### config.mk
export PLATFORM = sky130hd
export DESIGN_NAME = alu_serial_ctrl
export DESIGN_NICKNAME = d
export VERILOG_FILES = /design/src/rtl/alu_pkg.sv /design/src/rtl/alu_serial_ctrl.sv
export SDC_FILE = /design/constraint.sdc
export NUM_CORES = 1
export LEC_CHECK = 0
export BUFFER_PORTS_ARGS = -buffer_cell sky130_fd_sc_hd__buf_4
export CAP_MARGIN = 20
export CORE_AREA = 8 8 54 89
export DETAILED_ROUTE_END_ITERATION = 8
export DIE_AREA = 0 0 62 97
export GPL_TIMING_DRIVEN = 1
export PLACE_DENSITY = 0.68
export SLEW_MARGIN = 25
export SYNTH_ARGS = -nofsm -noshare
export SYNTH_HDL_FRONTEND = slang
export SYNTH_SLANG_ARGS = --single-unit
### constraint.sdc
create_clock -name clk -period 2.3 [get_ports clk]
set_clock_uncertainty 0.2 [all_clocks]
set_input_delay 0 -clock clk [delete_from_list [all_inputs] [get_ports clk]]
set_output_delay 0 -clock clk [all_outputs]
set_load 0.05 [all_outputs]
### src/rtl/alu_pkg.sv
// Shared encodings for the bit-serial ALU sequencer: operation codes and FSM states.
package alu_pkg;

  localparam logic [1:0] OP_ADD    = 2'b00;
  localparam logic [1:0] OP_SUB    = 2'b01;
  localparam logic [1:0] OP_PASS_B = 2'b10;
  localparam logic [1:0] OP_NEG_B  = 2'b11;

  typedef enum logic [1:0] {
    ST_IDLE = 2'b00,
    ST_RUN  = 2'b01,
    ST_DONE = 2'b10
  } state_t;

endpackage

### src/rtl/alu_serial_ctrl.sv
// Bit-serial sequencer: feeds operand bits LSB first into an external alu1bit slice
// and collects the sum bits, final carry and signed overflow.
module alu_serial_ctrl
  import alu_pkg::*;
#(
  parameter int WIDTH = 8
) (
  input  logic             clk,
  input  logic             reset,
  input  logic             start,
  input  logic [1:0]       op,
  input  logic [WIDTH-1:0] a_in,
  input  logic [WIDTH-1:0] b_in,
  output logic             busy,
  output logic             done,
  output logic [WIDTH-1:0] result,
  output logic             cout_out,
  output logic             overflow,
  output logic             alu_reset,
  output logic             alu_a,
  output logic             alu_b,
  output logic             alu_aen,
  output logic             alu_binv,
  output logic             alu_cin,
  input  logic             alu_sum,
  input  logic             alu_cout
);

  localparam int CW = $clog2(WIDTH);
  localparam logic [CW-1:0] LAST_BIT = CW'(WIDTH - 1);

  state_t           state_reg;
  logic [WIDTH-1:0] a_sr_reg;
  logic [WIDTH-1:0] b_sr_reg;
  logic [1:0]       op_reg;
  logic [CW-1:0]    cnt_reg;
  logic             carry_reg;
  logic             busy_reg;
  logic             done_reg;
  logic [WIDTH-1:0] result_reg;
  logic             cout_reg;
  logic             ovf_reg;

  always_ff @(posedge clk) begin
    if (reset) begin
      state_reg  <= ST_IDLE;
      a_sr_reg   <= '0;
      b_sr_reg   <= '0;
      op_reg     <= OP_ADD;
      cnt_reg    <= '0;
      carry_reg  <= 1'b0;
      busy_reg   <= 1'b0;
      done_reg   <= 1'b0;
      result_reg <= '0;
      cout_reg   <= 1'b0;
      ovf_reg    <= 1'b0;
    end else begin
      case (state_reg)
        ST_IDLE: begin
          done_reg <= 1'b0;
          if (start) begin
            a_sr_reg   <= a_in;
            b_sr_reg   <= b_in;
            op_reg     <= op;
            cnt_reg    <= '0;
            carry_reg  <= op[0];  // +1 completes the two's complement of B
            result_reg <= '0;
            busy_reg   <= 1'b1;
            state_reg  <= ST_RUN;
          end
        end
        ST_RUN: begin
          result_reg <= {alu_sum, result_reg[WIDTH-1:1]};
          carry_reg  <= alu_cout;
          a_sr_reg   <= a_sr_reg >> 1;
          b_sr_reg   <= b_sr_reg >> 1;
          cnt_reg    <= cnt_reg + 1'b1;
          if (cnt_reg == LAST_BIT) begin
            // alu_cin here is the carry into the MSB
            cout_reg  <= alu_cout;
            ovf_reg   <= alu_cin ^ alu_cout;
            busy_reg  <= 1'b0;
            done_reg  <= 1'b1;
            state_reg <= ST_DONE;
          end
        end
        ST_DONE: begin
          done_reg  <= 1'b0;
          state_reg <= ST_IDLE;
        end
        default: begin
          busy_reg  <= 1'b0;
          done_reg  <= 1'b0;
          state_reg <= ST_IDLE;
        end
      endcase
    end
  end

  // busy_reg is high exactly in RUN, so it gates the slice controls
  assign alu_reset = reset;
  assign alu_a     = busy_reg & a_sr_reg[0];
  assign alu_b     = busy_reg & b_sr_reg[0];
  assign alu_aen   = busy_reg & ~op_reg[1];
  assign alu_binv  = busy_reg & op_reg[0];
  assign alu_cin   = busy_reg & carry_reg;

  assign busy     = busy_reg;
  assign done     = done_reg;
  assign result   = result_reg;
  assign cout_out = cout_reg;
  assign overflow = ovf_reg;

endmodule

==> metrics <==
Final Hold Vio Count 0; dpl hpwl 2470 um; FP Rows 29; DRT Wirelength ~3600 um; Hold Path Sink op_reg[0]; syn nets 170; total number of vias approximately 1.3k; DR pass1 iterations 4; r2r setup slk approximately 0.14 ns; die area ~6000 um2; Die Wd 62 um; DP Worst Slack roughly 0.64 ns; setup TNS 0 ns; share of total power in combinational logic approximately 18%; Worst Path Arrival between 2 and 2.5 ns; reg2reg path depth 6; H-tree depth 2; syn_area_per_cell roughly 11 um2; clock-pin slew on the worst setup and hold paths approximately 0.07 ns; CP Cell Sequence ha_1 > ha_1 > and3b_1 > mux2i_1 > nor2_1 > dlygate4sd3_1; final worst-path setup slack 0.143 ns; crit end category flip-flop; vias in the first global route 1398; multi-input logic area 743 um2; wire length per cell 14.1 um; Req. time, crit path between 2 and 2.5 ns; flops & latches, synth 36; slew margin rel. between 50% and 60%; commonest cells after routing, fill and taps aside 42 x buf_4, 36 x dfxtp_1, 27 x dlygate4sd3_1, 20 x nor2_1, 15 x mux2i_1; post-synthesis cell type count 29; PortBufs 40; status complete, no violations; critical path peak fanout 5; CTS tree yes; Levels on crit path 6; proportion of synthesized chip area in sequential cells 46.5%; Routed Antenna Nets 0; Post-CTS Setup Inserts 0; Worst-Margin Slew slightly below 0.7 ns; DRC violations left 0; io pins just over 40; GRT Total Usage between 10% and 20%; synthesized cell area about 1600 um2; largest net degree at the start of global routing 29; family with the most delay on the worst path buffers and inverters; first-pass GRT wire length between 5000 and 6000 um; n_diodes 0; nets@finish 234; Achievable Freq about 0.46 GHz; Power Density 632 nW/um2; maximum buffer depth of the clock tree 2; unrepaired setup endpoints after global routing false; HP Class reg2reg; most used cell, CP ha_1; Crit Path Class reg2reg; Final Cycle Share between 90% and 100%; Mapped Cells about 150; hold path depth 2; GPL Wtd Cong between 0.7 and 0.8; Flop pwr share 49.2%; startpoint type of the worst setup path flip-flop; drt initial violations 15; Seq. cell area 721 um2; CP max stage cell dlygate4sd3_1; clk root buf clkbuf_8; Switching Power roughly 0.36 mW; vias per cell 5.05; worst-skew pair later-pin latency 0.28 ns; initial antenna violation count 0; grt ovf 0; Setup Viol. Count Final 0; cell internal pwr 1.03 mW; # fillers approximately 310; FF-to-FF End cout_out; CP max stage delay approximately 0.56 ns; fraction of layout cells with a size suffix above 1 ~30%; leakage power between 0.9 and 1 nW; worst path buffer plus inverter count 1; final slew viol count 0; initial core utilization between 40% and 50%; most common cell after layout, fill and taps aside buf_4; Syn-to-layout area delta 41.7%; switching share of power between 20% and 30%; Die Y 97 um; placeable core area between 3000 and 4000 um2; TritonCTS Buffers 5; FF-to-FF Start cnt_reg[0]; Yosys warning count 0; worst min-delay path startpoint op_reg[0]; Final min period approximately 2.2 ns; MaxCap Viol Count 0; CTS Sinks 36; worst vdd ir between 0.0004 and 0.0005 V; Clk pwr share between 30% and 40%
==> worst register-to-register path, stage by stage, from the launching register on <==
cell and delay (ns):
dfxtp_1 0.38, ha_1 0.18, ha_1 0.23, and3b_1 0.25, mux2i_1 0.20, nor2_1 0.05
dlygate4sd3_1 0.56
==> cell type report <==
type / instances / area share, %
multi-input cells: 97 / 33.8
flip-flops and latches: 36 / 32.8
repair buffers: 69 / 26.7
well taps: 46 / 2.62
clock buffers: 8 / 4.10
==> metrics by stage <==
step	power [mW]	hold WS [ns]	utilization (%)	instances	cell area, um2
after global placement	0.909	0.0164	51.1	221	1840
final	1.39	0.277	61.2	256	2200
after floorplan	0.858	-0.0673	-	145	1550
after CTS	1.41	0.280	61.2	256	2200
after detailed placement	0.916	0.0385	51.1	221	1840
after global routing	1.46	0.284	61.2	256	2200
==> synthesized netlist by cell type <==
cell type | count | area, um2
o21ba_4 | 1 | 16.3
o21ai_0 | 2 | 10.0
and3b_1 | 1 | 8.76
a211oi_1 | 6 | 45.0
a211oi_2 | 10 | 125
ha_1 | 2 | 25.0
mux2i_1 | 15 | 150
o21a_1 | 1 | 7.51
buf_6 | 4 | 45.0
clkbuf_1 | 1 | 3.75
nand2b_1 | 5 | 31.3
a22o_1 | 10 | 87.6
a22oi_1 | 2 | 15.0
nor3_1 | 1 | 5.00
nor2_2 | 1 | 6.26
nand2_1 | 2 | 7.51
nor2_1 | 20 | 75.1
a21o_1 | 1 | 7.51
nor2b_1 | 1 | 6.26
buf_4 | 1 | 7.51
or3b_2 | 1 | 8.76
buf_2 | 6 | 30.0
xnor2_1 | 1 | 8.76
nor3b_2 | 2 | 25.0
dfxtp_1 | 36 | 721
o21bai_1 | 1 | 7.51
and2_1 | 5 | 31.3
a21oi_1 | 5 | 25.0
nor3b_1 | 1 | 7.51
==> per-layer routing <==
| layer | track usage, % | part of all wire, % |
|---|---|---|
| met1 | 12.3 | 38 |
| met2 | 22.4 | 53 |
| met3 | 4.38 | 5.9 |
| met5 | 0 | 0 |
| met4 | 7.24 | 2.7 |
==> worst max-delay path by stage <==
stage | endpoint | startpoint | slack, ns
after floorplan | overflow | busy | 0.47
after global placement | cout_out | cnt_reg[0] | 0.72
after detailed placement | result[7] | state_reg[0] | 0.64
after CTS | cout_out | cnt_reg[0] | 0.12
after global routing | cout_out | cnt_reg[0] | 0.03
final | cout_out | cnt_reg[0] | 0.14
==> kinds of logic (layout without fill, tap and decap cells) <==
logic type | count (synthesis) | count (layout) | share of synthesized area (%)
xor+xnor | 1 | 1 | 0.565
fa+ha+maj | 2 | 2 | 1.61
buf+inv | 12 | 77 | 5.57
simple gates | 40 | 40 | 13.7
compound gates | 39 | 39 | 22.4
mux | 15 | 15 | 9.68
flops | 36 | 36 | 46.5
==> repair_timing <==
action / CTS / global route
gates resized for setup: 0 / 0
hold buffers: 27 / 0
endpoints found under the hold margin: 25 / 0
==> power by group through the flow <==
stage | combinational, mW | sequential, mW | clock [mW]
floorplan | 0.160 | 0.698 | 0
global placement | 0.213 | 0.696 | 0
detailed placement | 0.219 | 0.698 | 0
CTS | 0.255 | 0.684 | 0.467
global route | 0.275 | 0.688 | 0.496
finish | 0.254 | 0.683 | 0.450
(Power assumes the default switching activity.)
